`config.mk`:
```
export PLATFORM = sky130hd
export DESIGN_NAME = proc_run_monitor
export DESIGN_NICKNAME = d
export VERILOG_FILES = /design/src/rtl/proc_run_monitor.sv
export SDC_FILE = /design/constraint.sdc
export NUM_CORES = 1
export LEC_CHECK = 0
export ABC_AREA = 1
export CAP_MARGIN = 20
export CORE_MARGIN = 8
export CORE_UTILIZATION = 35
export DETAILED_ROUTE_END_ITERATION = 12
export PLACE_DENSITY = 0.83
export SYNTH_ARGS = -nofsm -noshare
export SYNTH_HDL_FRONTEND = slang
export SYNTH_SLANG_ARGS = --single-unit
```
`constraint.sdc`:
```
create_clock -name clk -period 2.5 [get_ports clk]
set_input_delay 0.5 -clock clk [delete_from_list [all_inputs] [get_ports clk]]
set_output_delay 0.5 -clock clk [all_outputs]
set_load 0.05 [all_outputs]
```
`src/rtl/proc_run_monitor.sv`:
```
// proc_run_monitor: checks processor stores against an expected table and latches a sticky pass/fail verdict
module proc_run_monitor #(
  parameter int WIDTH       = 32,
  parameter int NUM_EXP     = 1,
  parameter int PC_LIMIT    = 6,
  parameter int MAX_CYCLES  = 64,
  parameter int ALLOW_UNEXP = 0,
  parameter int CNT_W       = $clog2(MAX_CYCLES + 1)
) (
  input  logic                     clk,
  input  logic                     reset,
  input  logic                     run_en,
  input  logic [WIDTH-1:0]         pc,
  input  logic                     mem_write,
  input  logic [WIDTH-1:0]         data_adr,
  input  logic [WIDTH-1:0]         write_data,
  input  logic [NUM_EXP*WIDTH-1:0] exp_adr,
  input  logic [NUM_EXP*WIDTH-1:0] exp_data,
  input  logic [NUM_EXP-1:0]       exp_valid,
  output logic                     done,
  output logic                     pass,
  output logic [2:0]               fail_code,
  output logic [WIDTH-1:0]         fail_pc,
  output logic [NUM_EXP-1:0]       match_mask,
  output logic [CNT_W-1:0]         cycle_count
);
  typedef enum logic [1:0] {IDLE, RUN, DONE} state_t;
  state_t             state_q, state_d;
  logic               pass_q, pass_d;
  logic [2:0]         code_q, code_d, code_n;
  logic [WIDTH-1:0]   fpc_q, fpc_d;
  logic [NUM_EXP-1:0] mask_q, mask_d, mask_n, hit, sel;
  logic [CNT_W-1:0]   cnt_q, cnt_d, cnt_n;
  logic               go, unexp, pc_end, to, all_ok, term;
  always_comb begin
    hit = '0;
    for (int i = 0; i < NUM_EXP; i++)
      hit[i] = exp_valid[i] && !mask_q[i] && data_adr == exp_adr[i*WIDTH +: WIDTH]
               && write_data == exp_data[i*WIDTH +: WIDTH];
  end
  // isolate the lowest set bit so duplicate entries are consumed one store at a time
  assign sel    = hit & (~hit + NUM_EXP'(1));
  assign unexp  = mem_write && hit == '0 && ALLOW_UNEXP == 0;
  assign mask_n = mem_write ? mask_q | sel : mask_q;
  assign cnt_n  = cnt_q + CNT_W'(1);
  assign all_ok = &(mask_n | ~exp_valid);
  assign pc_end = (pc >> 2) >= WIDTH'(PC_LIMIT);
  assign to     = cnt_n == CNT_W'(MAX_CYCLES);
  assign term   = unexp || pc_end || to;
  assign code_n = unexp ? 3'd1 : pc_end ? (all_ok ? 3'd0 : 3'd2) : to ? 3'd3 : 3'd0;
  assign go     = state_q != DONE && run_en;
  always_comb begin
    state_d = !go ? state_q : term ? DONE : RUN;
    cnt_d   = go ? cnt_n : cnt_q;
    mask_d  = go ? mask_n : mask_q;
    pass_d  = go && term ? code_n == 3'd0 : pass_q;
    code_d  = go && term ? code_n : code_q;
    fpc_d   = go && term ? pc : fpc_q;
  end
  always_ff @(posedge clk) begin
    if (!reset) begin
      state_q <= IDLE;
      pass_q  <= 1'b0;
      code_q  <= 3'd0;
      fpc_q   <= '0;
      mask_q  <= '0;
      cnt_q   <= '0;
    end else begin
      state_q <= state_d;
      pass_q  <= pass_d;
      code_q  <= code_d;
      fpc_q   <= fpc_d;
      mask_q  <= mask_d;
      cnt_q   <= cnt_d;
    end
  end
  assign done        = state_q == DONE;
  assign pass        = pass_q;
  assign fail_code   = code_q;
  assign fail_pc     = fpc_q;
  assign match_mask  = mask_q;
  assign cycle_count = cnt_q;
endmodule

```
Yosys cells after proc, flatten, opt, wreduce, memory -nomap -nowiden
Index checks and enable logic that the tools add are counted.

cells by class
  eq/ne operators = 5
  $add $sub $neg = 2
  magnitude comparators = 1
  bitwise logic cells = 5
  muxes and demuxes = 6
  reductions and logical operators = 10

operators by type and width
  kind                                                                     count
  32-bit equality test                                                     2
  30-bit by 3-bit >= comparator with 1-bit output (second input constant)  1
  2-bit two-way mux                                                        5
  7-bit by 1-bit adder with 7-bit output (second input constant)           1
  7-bit equality test (second input constant)                              1
  1-bit logical AND                                                        6
  3-bit zero test                                                          1
  2-bit equality test (second input constant)                              1
  1-bit logical OR                                                         2
  2-bit inequality test (second input constant)                            1
  1-bit NOT                                                                2
  1-bit OR                                                                 2
  1-bit adder (second input constant)                                      1
  1-bit bitwise AND                                                        1
  1-bit zero test                                                          1
  1-bit two-way mux                                                        1

word-level totals
  register bits = 46
  logic and storage cells = 35
  output and inout port bits = 45

Logic depth before layout (Yosys ltp)
  depth in word-level cells = 14
  gate-level depth with buffers = 16

Worst setup path before layout
OpenSTA, ideal clock, no wires.

  kind = reg-to-reg
  start point = register cnt_q[0] (netlist: cycle_count[0])
  end point = register fpc_q[16] (netlist: fail_pc[16])
  required time = 2.357 ns
  data arrival time = 2.156 ns
  period minus slack after synthesis = 2.299 ns
  setup time = 0.143 ns
  cell stages (with the launch flop) = 16
  path slack = 0.201 ns
  path buffers = 2
  cells stage by stage = dfxtp_1 -> ha_1 -> nand2_1 -> nor2_2 -> xnor2_1 -> nand3_1 -> nor2_1 -> nand2_1 -> nand2_1 -> inv_2 -> nand2_4 -> nand2_4 -> buf_8 -> buf_12 -> nand2_2 -> a21oi_2

on the way
  longest elaborated chain between the ends = 4

RTL lines
  element                                 RTL line  RTL
  start, declared                         33        logic [CNT_W-1:0] cnt_q, cnt_d, cnt_n;
  start signal, assigned                  74        cnt_q <= cnt_d;
  7-bit by 1-bit adder with 7-bit output  45        assign cnt_n = cnt_q + CNT_W'(1);
  7-bit equality test                     48        assign to = cnt_n == CNT_W'(MAX_CYCLES);
  1-bit logical OR                        49        assign term = unexp || pc_end || to;
  1-bit logical AND                       58        fpc_d = go && term ? pc : fpc_q;
  end signal, assigned                    72        fpc_q <= fpc_d;
  end, declared                           31        logic [WIDTH-1:0] fpc_q, fpc_d;

Every way passes these cells.
A chain may end at the register's enable or synchronous reset.

Worst setup path after layout
  start point = input port exp_adr[7]
  end point = register fpc_q[8] (netlist: fail_pc[8])

on the way
  longest elaborated chain between the ends = 8

RTL lines
  element                        RTL line  RTL
  start, declared                17        input logic [NUM_EXP*WIDTH-1:0] exp_adr,
  32-bit equality test           38        hit[i] = exp_valid[i] && !mask_q[i] && data_adr == exp_adr[i*WIDTH +: WIDTH]
  1-bit logical AND              38
  1-bit logical AND              39        && write_data == exp_data[i*WIDTH +: WIDTH];
  1-bit NOT                      43        assign unexp = mem_write && hit == '0 && ALLOW_UNEXP == 0;
  1-bit logical AND              43
  1-bit logical OR (2 in a row)  49
  1-bit logical AND              58

Every way passes these cells.

==> run summary <==
run status: finished, final reports clean
Worst-path clk slew: 80 ps
vias in the first global route: 3,923
ratio of cells with drive above 1 in the final layout: 0.0797
GP Congestion: 0.866
crit-path cells: clkdlybuf4s50_1 -> inv_1 -> nand2_1 -> nand2_1 -> nor2_1 -> nand2_1 -> nor2_1 -> nand2_1 -> nor2_1 -> nand3_2 -> nand2_2 -> nand2_4 -> nand2_4 -> buf_12 -> nand2_1 -> a21oi_2
crit-path most repeated cell: nand2_1
register area share after synthesis: 0.283
largest area contributor in the netlist: dfxtp_1
internal reg-to-reg setup slack: 390 ps
# diodes: 0
Setup WS post-layout: 253 ps
reg2reg path depth: 13
Startpoint Class: input pin
min-delay src: fail_pc[26]
clock sinks: 45
final WL: 12.4 mm
Hold Path Class: reg2reg
worst r2r dst: fail_pc[8]
wire length per cell: 14.6 µm
Die Wd: 111 µm
Clock Path Buffers: 2
Synth top area share: 0.283
Final period util: 0.899
# setup viols final: 0
most frequent cell after synthesis: nand2_1
Mapped Nets: 698
CTS buffer count: 5
Final #Nets: 905
Die Y: 111 µm
GRT overflow: 0
CP endpoint kind: flip-flop
die area: 12,400 µm²
drt pass-1 iters: 4
CP peak stage delay: 480 ps
LEAKAGE: 2.48 nW
most common library cells after synthesis: nand2_1 (154), inv_1 (82), nor2_1 (81)
routed vias: 3,896
P&R area growth vs syn: 73.8%
Setup Buffers After CTS: 0
Clk Latency, worst-skew pair: 300 ps
Slew HR: 0.624
Peak VDD IR: 0.321 mV
IO buf count: 208
Crit path arrival time: 2470 ps
reg2reg start: cycle_count[0]
H-tree depth: 2
Cell Pwr Density: 406 nW/µm²
Worst path slowest cell: clkdlybuf4s50_1
Primary FF master, synth: dfxtp_1
Max Transition Viols Final: 0
Final Power: 2.24 mW
post-CTS resize count: 0
initial antenna violation count: 0
Area contributors post-synth: dfxtp_1 (28%), nand2_1 (18%), inv_1 (9.7%)
pre-CTS setup slack: -23.4 ps
syn_area_per_cell: 5.98 µm²
largest net degree at the start of global routing: 33
max-capacitance violation count: 0
fmax: 0.445 GHz
synth unique cells: 29
WP data required: 2720 ps
IO Pins: 210
RSZ-0062 raised after global routing: no
worst-path fanout max: 19
core box area: 8760 µm²
EDFF count, synth: 0
ys async rst share: 0
Final ANT Viol Nets: 0
Mapped Cells: 532
DR iter-0 viols: 179
synthesized area: 3180 µm²
CTS tree: yes
WHS Endpoint: fail_pc[26]
Synth Warn #: 0
DRC viols: 0
synthesized flop and latch total: 45
Worst Clk Skew: 8.75 ps
CTS root buf: clkbuf_8
Row Count: 34
total global-route track usage: 0.191
Worst Tran Pin Value: 562 ps
DPL Wire Length: 10.5 mm
CP startpoint: exp_adr[7]
first-pass GRT wire length: 19.5 mm
vias per std cell: 4.59
Starting Density: 0.363
Hold Fails Final Rpt: 0
worst hold stages: 2
Worst Setup Path Type: in2reg
fin crit period: 2250 ps
Post-CTS Hold Buffers: 0
[how the worst max path moves through the flow]
stage / endpoint / slack (ps) / cells past startpoint
2_1_floorplan: fail_pc[16] / 200 / 15
3_5_place_dp: fail_pc[8] / -20 / 16
3_3_place_gp: fail_pc[8] / 50 / 16
6_report: fail_pc[8] / 250 / 16
5_1_grt: fail_pc[8] / 50 / 16
4_1_cts: fail_pc[8] / 260 / 16
[sequential cells by signal (all words and copies together), names as in the netlist]
register,cells
match_mask,1
cycle_count,7
state_q,2
pass,1
fail_pc,32
fail_code,2
[power breakdown]
part / leakage, nW / switching [mW] / internal (mW)
registers: 0.370 / 0.0338 / 0.764
logic: 2.06 / 0.437 / 0.437
clock network: 0.0585 / 0.245 / 0.326
[cell usage in the layout, fill, tap and decap left out, drive strengths merged]
| cell type | count |
|---|---|
| clkdlybuf4s50 | 208 |
| clkbuf | 7 |
| inv | 86 |
| ha | 1 |
| a21oi | 40 |
| bufinv | 1 |
| dfxtp | 45 |
| conb | 1 |
| xnor2 | 19 |
| nand4 | 10 |
| o21ai | 12 |
| nor2 | 83 |
| nand3 | 41 |
| clkinv | 1 |
| buf | 8 |
| nor3 | 1 |
| xor2 | 2 |
| or2 | 5 |
| nand2 | 167 |
| a21boi | 1 |
| o211a | 1 |
[kinds of logic after synthesis]
group	Yosys count	synth area share
XOR/XNOR	21	0.0578
flip-flops	45	0.283
AND/OR/NAND/NOR	307	0.409
buffers and inverters	103	0.137
AO/OA/AOI/OAI	54	0.109
adder cells (fa/ha/maj)	1	0.00393
other	1	0.00118
[layer usage]
| metal | vias to the layer above | global-route usage | routed length (µm) | share of wire |
|---|---|---|---|---|
| met3 | 23 | 0.0368 | 493 | 0.040 |
| met2 | 96 | 0.357 | 6610 | 0.53 |
| li1 | 2041 | - | - | - |
| met1 | 1736 | 0.210 | 5010 | 0.40 |
| met4 | 0 | 0.0587 | 292 | 0.024 |
| met5 | - | 0 | 0 | 0 |
[through the flow]
step	instances	hold slack [ps]	setup TNS [ps]	utilization	cell area, µm²
6_report	848	460	0	0.631	5530
5_1_grt	848	482	0	0.631	5530
4_1_cts	848	462	0	0.631	5530
3_5_place_dp	840	451	-40.1	0.618	5410
3_3_place_gp	840	446	0	0.618	5410
2_1_floorplan	532	445	0	-	3180
[worst max-delay path: cells and delay by family]
kind	cells	cell delay [ps]
compound gates	1	140
buf+inv	3	700
simple gates	12	1120
[cell type report]
type / count / area [µm²]
Clock buffer: 7 / 86.3
Clock inverter: 1 / 30.0
Fill cell: 785 / 3230
Inverter: 87 / 327
Multi-Input combinational cell: 384 / 1850
Sequential cell: 45 / 901
Tap cell: 108 / 135
Timing Repair Buffer: 216 / 2200
Note: power is estimated with default switching activity, not from simulation.
